**src/rtl/gnn_result_collector.sv**
```systemverilog
// Captures the eight layer-2 GNN results on a rising edge of the combined ready flags and
// streams them out one word per beat. Optional macro GNN_ARGMAX_EN appends a class-vector word.
module gnn_result_collector #(
    parameter int unsigned OUTPUT_SIZE = 21
) (
    input  logic                   clk,
    input  logic                   rst,
    input  logic [OUTPUT_SIZE-1:0] out0_node0,
    input  logic [OUTPUT_SIZE-1:0] out0_node1,
    input  logic [OUTPUT_SIZE-1:0] out0_node2,
    input  logic [OUTPUT_SIZE-1:0] out0_node3,
    input  logic [OUTPUT_SIZE-1:0] out1_node0,
    input  logic [OUTPUT_SIZE-1:0] out1_node1,
    input  logic [OUTPUT_SIZE-1:0] out1_node2,
    input  logic [OUTPUT_SIZE-1:0] out1_node3,
    input  logic                   out10_ready_node0,
    input  logic                   out10_ready_node1,
    input  logic                   out10_ready_node2,
    input  logic                   out10_ready_node3,
    input  logic                   out11_ready_node0,
    input  logic                   out11_ready_node1,
    input  logic                   out11_ready_node2,
    input  logic                   out11_ready_node3,
    output logic [OUTPUT_SIZE-1:0] out_data,
    output logic                   out_valid,
    input  logic                   out_ready,
    output logic                   out_last,
    output logic [3:0]             out_idx,
    output logic                   busy,
    output logic                   overrun,
    input  logic                   overrun_clr
);

`ifdef GNN_ARGMAX_EN
    localparam int unsigned NWORDS = 9;
`else
    localparam int unsigned NWORDS = 8;
`endif
    localparam logic [3:0] LAST = 4'(NWORDS - 1);

    typedef enum logic {StIdle, StSend} state_t;

    state_t                 state_q, state_d;
    logic [3:0]             idx_q, idx_d;
    logic                   all_rdy, all_rdy_q;
    logic                   cap_evt, beat, final_beat, load, ovr_set;
    logic                   overrun_q, overrun_d;
    logic [OUTPUT_SIZE-1:0] in_word [8];
    logic [OUTPUT_SIZE-1:0] frame_buf_q [NWORDS];

    assign all_rdy = out10_ready_node0 & out10_ready_node1 & out10_ready_node2 &
                     out10_ready_node3 & out11_ready_node0 & out11_ready_node1 &
                     out11_ready_node2 & out11_ready_node3;
    assign cap_evt    = all_rdy & ~all_rdy_q;
    assign beat       = (state_q == StSend) & out_ready;
    assign final_beat = beat & (idx_q == LAST);

    always_comb begin
        in_word[0] = out0_node0;
        in_word[1] = out1_node0;
        in_word[2] = out0_node1;
        in_word[3] = out1_node1;
        in_word[4] = out0_node2;
        in_word[5] = out1_node2;
        in_word[6] = out0_node3;
        in_word[7] = out1_node3;
    end

`ifdef GNN_ARGMAX_EN
    logic [3:0] class_vec;
    always_comb begin
        class_vec[0] = $signed(out1_node0) > $signed(out0_node0);
        class_vec[1] = $signed(out1_node1) > $signed(out0_node1);
        class_vec[2] = $signed(out1_node2) > $signed(out0_node2);
        class_vec[3] = $signed(out1_node3) > $signed(out0_node3);
    end
`endif

    always_comb begin
        state_d = state_q;
        idx_d   = idx_q;
        load    = 1'b0;
        ovr_set = 1'b0;
        unique case (state_q)
            StIdle: begin
                if (cap_evt) begin
                    load    = 1'b1;
                    idx_d   = 4'd0;
                    state_d = StSend;
                end
            end
            StSend: begin
                if (final_beat) begin
                    // A capture coinciding with the final beat chains straight into the next frame.
                    idx_d   = 4'd0;
                    load    = cap_evt;
                    state_d = cap_evt ? StSend : StIdle;
                end else begin
                    if (beat) idx_d = idx_q + 4'd1;
                    ovr_set = cap_evt;
                end
            end
            default: state_d = StIdle;
        endcase
        overrun_d = ovr_set ? 1'b1 : (overrun_clr ? 1'b0 : overrun_q);
    end

    always_ff @(posedge clk) begin
        if (rst) begin
            state_q   <= StIdle;
            idx_q     <= 4'd0;
            // Set so that flags still high out of reset are not mistaken for a new frame.
            all_rdy_q <= 1'b1;
            overrun_q <= 1'b0;
            for (int i = 0; i < NWORDS; i++) frame_buf_q[i] <= '0;
        end else begin
            state_q   <= state_d;
            idx_q     <= idx_d;
            all_rdy_q <= all_rdy;
            overrun_q <= overrun_d;
            if (load) begin
                for (int i = 0; i < 8; i++) frame_buf_q[i] <= in_word[i];
`ifdef GNN_ARGMAX_EN
                frame_buf_q[8] <= {{(OUTPUT_SIZE-4){1'b0}}, class_vec};
`endif
            end
        end
    end

    always_comb begin
        out_data = '0;
        for (int i = 0; i < NWORDS; i++) begin
            if (idx_q == 4'(i)) out_data = frame_buf_q[i];
        end
    end

    assign out_valid = (state_q == StSend);
    assign busy      = out_valid;
    assign out_idx   = idx_q;
    assign out_last  = out_valid & (idx_q == LAST);
    assign overrun   = overrun_q;

endmodule

```
**config.mk**
```make
export PLATFORM = sky130hd
export DESIGN_NAME = gnn_result_collector
export DESIGN_NICKNAME = d
export VERILOG_FILES = /design/src/rtl/gnn_result_collector.sv
export SDC_FILE = /design/constraint.sdc
export NUM_CORES = 1
export LEC_CHECK = 0
export BUFFER_PORTS_ARGS = -buffer_cell sky130_fd_sc_hd__buf_2
export CAP_MARGIN = 40
export CORE_UTILIZATION = 30
export DETAILED_ROUTE_END_ITERATION = 10
export GPL_TIMING_DRIVEN = 0
export PLACE_DENSITY = 0.57
export SLEW_MARGIN = 40
export SYNTH_ARGS = -nofsm -noshare
export SYNTH_HDL_FRONTEND = slang
export SYNTH_SLANG_ARGS = --single-unit
```
**constraint.sdc**
```tcl
create_clock -name clk -period 5.8 [get_ports clk]
set_input_delay 0.29 -clock clk [delete_from_list [all_inputs] [get_ports clk]]
set_output_delay 0.29 -clock clk [all_outputs]
set_load 0.02 [all_outputs]
```
==> flow_metrics.py <==
metrics = {
    "worst_setup_path": {
        "crit_chain": "inv_1 > ha_1 > clkbuf_1 > clkbuf_1 > a221oi_1 > o32a_1 > o32ai_1 > buf_2",
        "cp.required_ps": 5510,
        "critPathBufInv": 4,
        "crit_fanout": 10,
        "worstSetupEndpointType": "primary output",
        "worst_path_most_repeated_cell": "clkbuf_1",
        "worstPathArrival_ps": 3060,
        "r2r-start": "out_idx[0]$_SDFFE_PP0P_",
        "start_kind": "flip-flop",
        "path_class": "flip-flop to primary output",
        "cp_slowest_stage_delay_ps": 520,
        "timing.rr.end": "frame_buf_q[0][4]$_SDFFCE_PN0P_",
        "critPathSlowestCell": "clkbuf_1",
        "r2r_cells": 6,
        "path_delay_family": "buffers and inverters",
        "ff2ff_setup_slack_ps": 3400,
    },
    "die": {
        "initial_utilization_pct": 30.83,
        "io_pins": 209,
        "num_rows": 60,
        "die-area_um2": 28520,
        "core_area_um2": 27100,
        "dieWidth_um": 168.9,
        "die_h_um": 168.9,
    },
    "pwr": {
        "vdd_drop_max_v": 0.0001800,
        "total_power_mw": 2.693,
        "power_leakage_nw": 4.092,
        "power.density_nw_per_um2": 256.2,
    },
    "logic_synthesis": {
        "yosysMostFrequentCell": "edfxtp_1",
        "ys_types": 35,
        "yosysWarnings": 0,
        "synth_fp_nets": 843,
        "synth_edf_count": 168,
        "synth_area_leaders": "edfxtp_1 (60%), and2_1 (9.5%), nor2b_1 (6.7%), a221oi_1 (4.5%), nand2b_1 (3.2%)",
        "async_flop_share_pct": 0,
        "synth_area_per_cell_um2": 12.68,
        "syn_area_um2": 8356,
        "synthFlopType": "edfxtp_1",
        "synthCells": 659,
        "synthTopCellsByCount": "edfxtp_1 (168), and2_1 (127), nor2b_1 (89)",
        "yosysTopAreaCellShare_pct": 60.38,
        "synth_area_leader_cell": "edfxtp_1",
        "ys_seq_elements": 175,
        "yosysSeqAreaShare_pct": 62.05,
    },
    "sta": {
        "max_freq_ghz": 0.2985,
        "hold_violations": 0,
        "post-route-min-period_ps": 3350,
        "rsz0062_at_grt": "no",
        "fin_crit_sh_pct": 57.76,
        "finalMaxSlewViolations": 0,
        "skew_ps": 10.11,
        "worst_slew_pin_slew_ps": 701.1,
        "setup_viol": 0,
        "relSlewSlack_pct": 53.26,
    },
    "clock_network": {
        "post_cts_buffers": 0,
        "cts.htree.levels": 4,
        "worstSkewPairLatency_ps": 420,
        "cts_made_buffers": 17,
        "cts_buffer_depth": 2,
        "clock_sinks": 175,
        "ctsHoldBuffers": 0,
        "cts_resized": 0,
        "path_clk_slew_ps": 70,
        "cts_tree": "built",
        "cts-root-buf": "clkbuf_16",
    },
    "hold_path": {
        "holdCritPathClass": "input pin to flip-flop",
        "worstHoldPathCells": 2,
        "whs_endpoint": "frame_buf_q[1][26]$_SDFFCE_PN0P_",
        "min-delay-start": "out1_node2[5]",
    },
    "detailed_routing": {
        "num_vias": 6037,
        "drt-wirelength-per-cell_um": 19.18,
        "drtAntennaViolNets": 0,
        "via_per_inst": 4.735,
        "drt_iter0_markers": 484,
        "drt_wl_total_um": 24460,
        "post-route-drc-count": 0,
        "drt_pass1_iterations": 5,
    },
    "global_routing": {
        "grt_usage_pct": 17.42,
        "overflow": 0,
        "first_global_vias": 6101,
        "grt_pass1_wl_um": 36220,
        "antenna_found_initial": 1,
        "grt_max_degree": 46,
    },
    "final_layout": {
        "nets": 1074,
        "stdcell_count": 1275,
        "final_layout_size_suffix_gt1_share_pct": 28.16,
        "synthToLayoutAreaGrowth_pct": 25.80,
        "final_area_um2": 10510,
    },
    "placement": {
        "post-dp-hpwl_um": 18860,
        "gp_congestion": 0.8092,
        "placed_cells": 1243,
        "placed_cell_area_um2": 9950,
        "io_buffers": 208,
    },
    "outcome": {
        "outcome": "complete, no violations",
    },
    "flow_run": {
        "drv_cap": 0,
    },
}
-- stage by stage --
stage / setup slack (ps) / TNS, ps / hold WS [ps] / util, %
finish: 2450 / 0 / 136.2 / 38.79
global route: 2292 / 0 / 119.6 / 38.79
CTS: 2415 / 0 / 115.6 / 38.78
detailed placement: 2865 / 0 / 506.6 / 36.71
global placement: -695.1 / -114870 / 472.2 / 36.39
floorplan: 818.2 / 0 / 453.5 / -
-- worst max-delay path by stage --
stage / from / end / slack (ps) / cells past startpoint
after floorplan: out_idx[0]$_SDFFE_PP0P_ / frame_buf_q[0][0]$_SDFFCE_PN0P_ / 820 / 4
after global placement: out11_ready_node3 / frame_buf_q[1][38]$_SDFFCE_PN0P_ / -700 / 6
after detailed placement: out_idx[0]$_SDFFE_PP0P_ / out_data[3] / 2860 / 8
after CTS: out_idx[1]$_SDFFE_PP0P_ / out_data[20] / 2410 / 8
after global routing: out_idx[1]$_SDFFE_PP0P_ / out_data[15] / 2290 / 8
final: out_idx[0]$_SDFFE_PP0P_ / out_data[3] / 2450 / 8
-- sequential cells by signal, summed over array words and instances (netlist names) --
signal / cells
busy: 1
out_idx: 4
all_rdy_q: 1
overrun: 1
frame_buf_q: 168
-- per-layer routing --
metal  track usage [%]  part of all wire, %  wire [um]
met5                 0                    0          0
met4             5.534                  1.6        390
met3             3.437                  5.0       1212
met2             28.49                   49      11880
met1             23.14                   45      10970
-- kinds of logic (layout without fill, tap and decap cells) --
kind of cell | Yosys count | in the layout | synth area share [%]
compound gates | 139 | 139 | 13.06
fa+ha+maj | 4 | 4 | 0.5990
flops | 175 | 175 | 62.05
other cells | 0 | 1 | 0
buf+inv | 64 | 307 | 3.489
simple gates | 277 | 277 | 20.80
-- cells in the final DEF (no fill, tap or decap), types with 2 or more instances in the layout --
cell type	instances
a211oi_1	2
a21oi_1	23
a221oi_1	43
a31oi_1	23
and2_1	127
buf_1	2
buf_12	4
buf_2	209
buf_6	6
clkbuf_1	49
clkbuf_16	17
clkinv_4	4
clkinvlp_4	2
dfxtp_1	7
edfxtp_1	168
ha_1	4
inv_1	5
inv_6	4
nand2_1	3
nand2b_1	43
nand4_1	3
nor2_1	4
nor2b_1	89
o32a_1	21
o32ai_1	21
or3_1	2
-- layout make-up --
cell class	instances	area [um2]
Fill cell	2649	16590
Sequential cell	175	5185
Multi-Input combinational cell	420	2887
Timing Repair Buffer	212	1121
Tap cell	372	465.4
Clock buffer	18	429.2
Buffer	59	272.8
Clock inverter	13	130.1
Inverter	5	18.77
Antenna cell	1	2.502
-- report_power, final --
group / internal, mW / switching, mW
clock network: 0.599 / 0.512
registers: 1.42 / 0.0129
logic: 0.0713 / 0.0754
No activity file was read; power rests on OpenSTA's default activity.
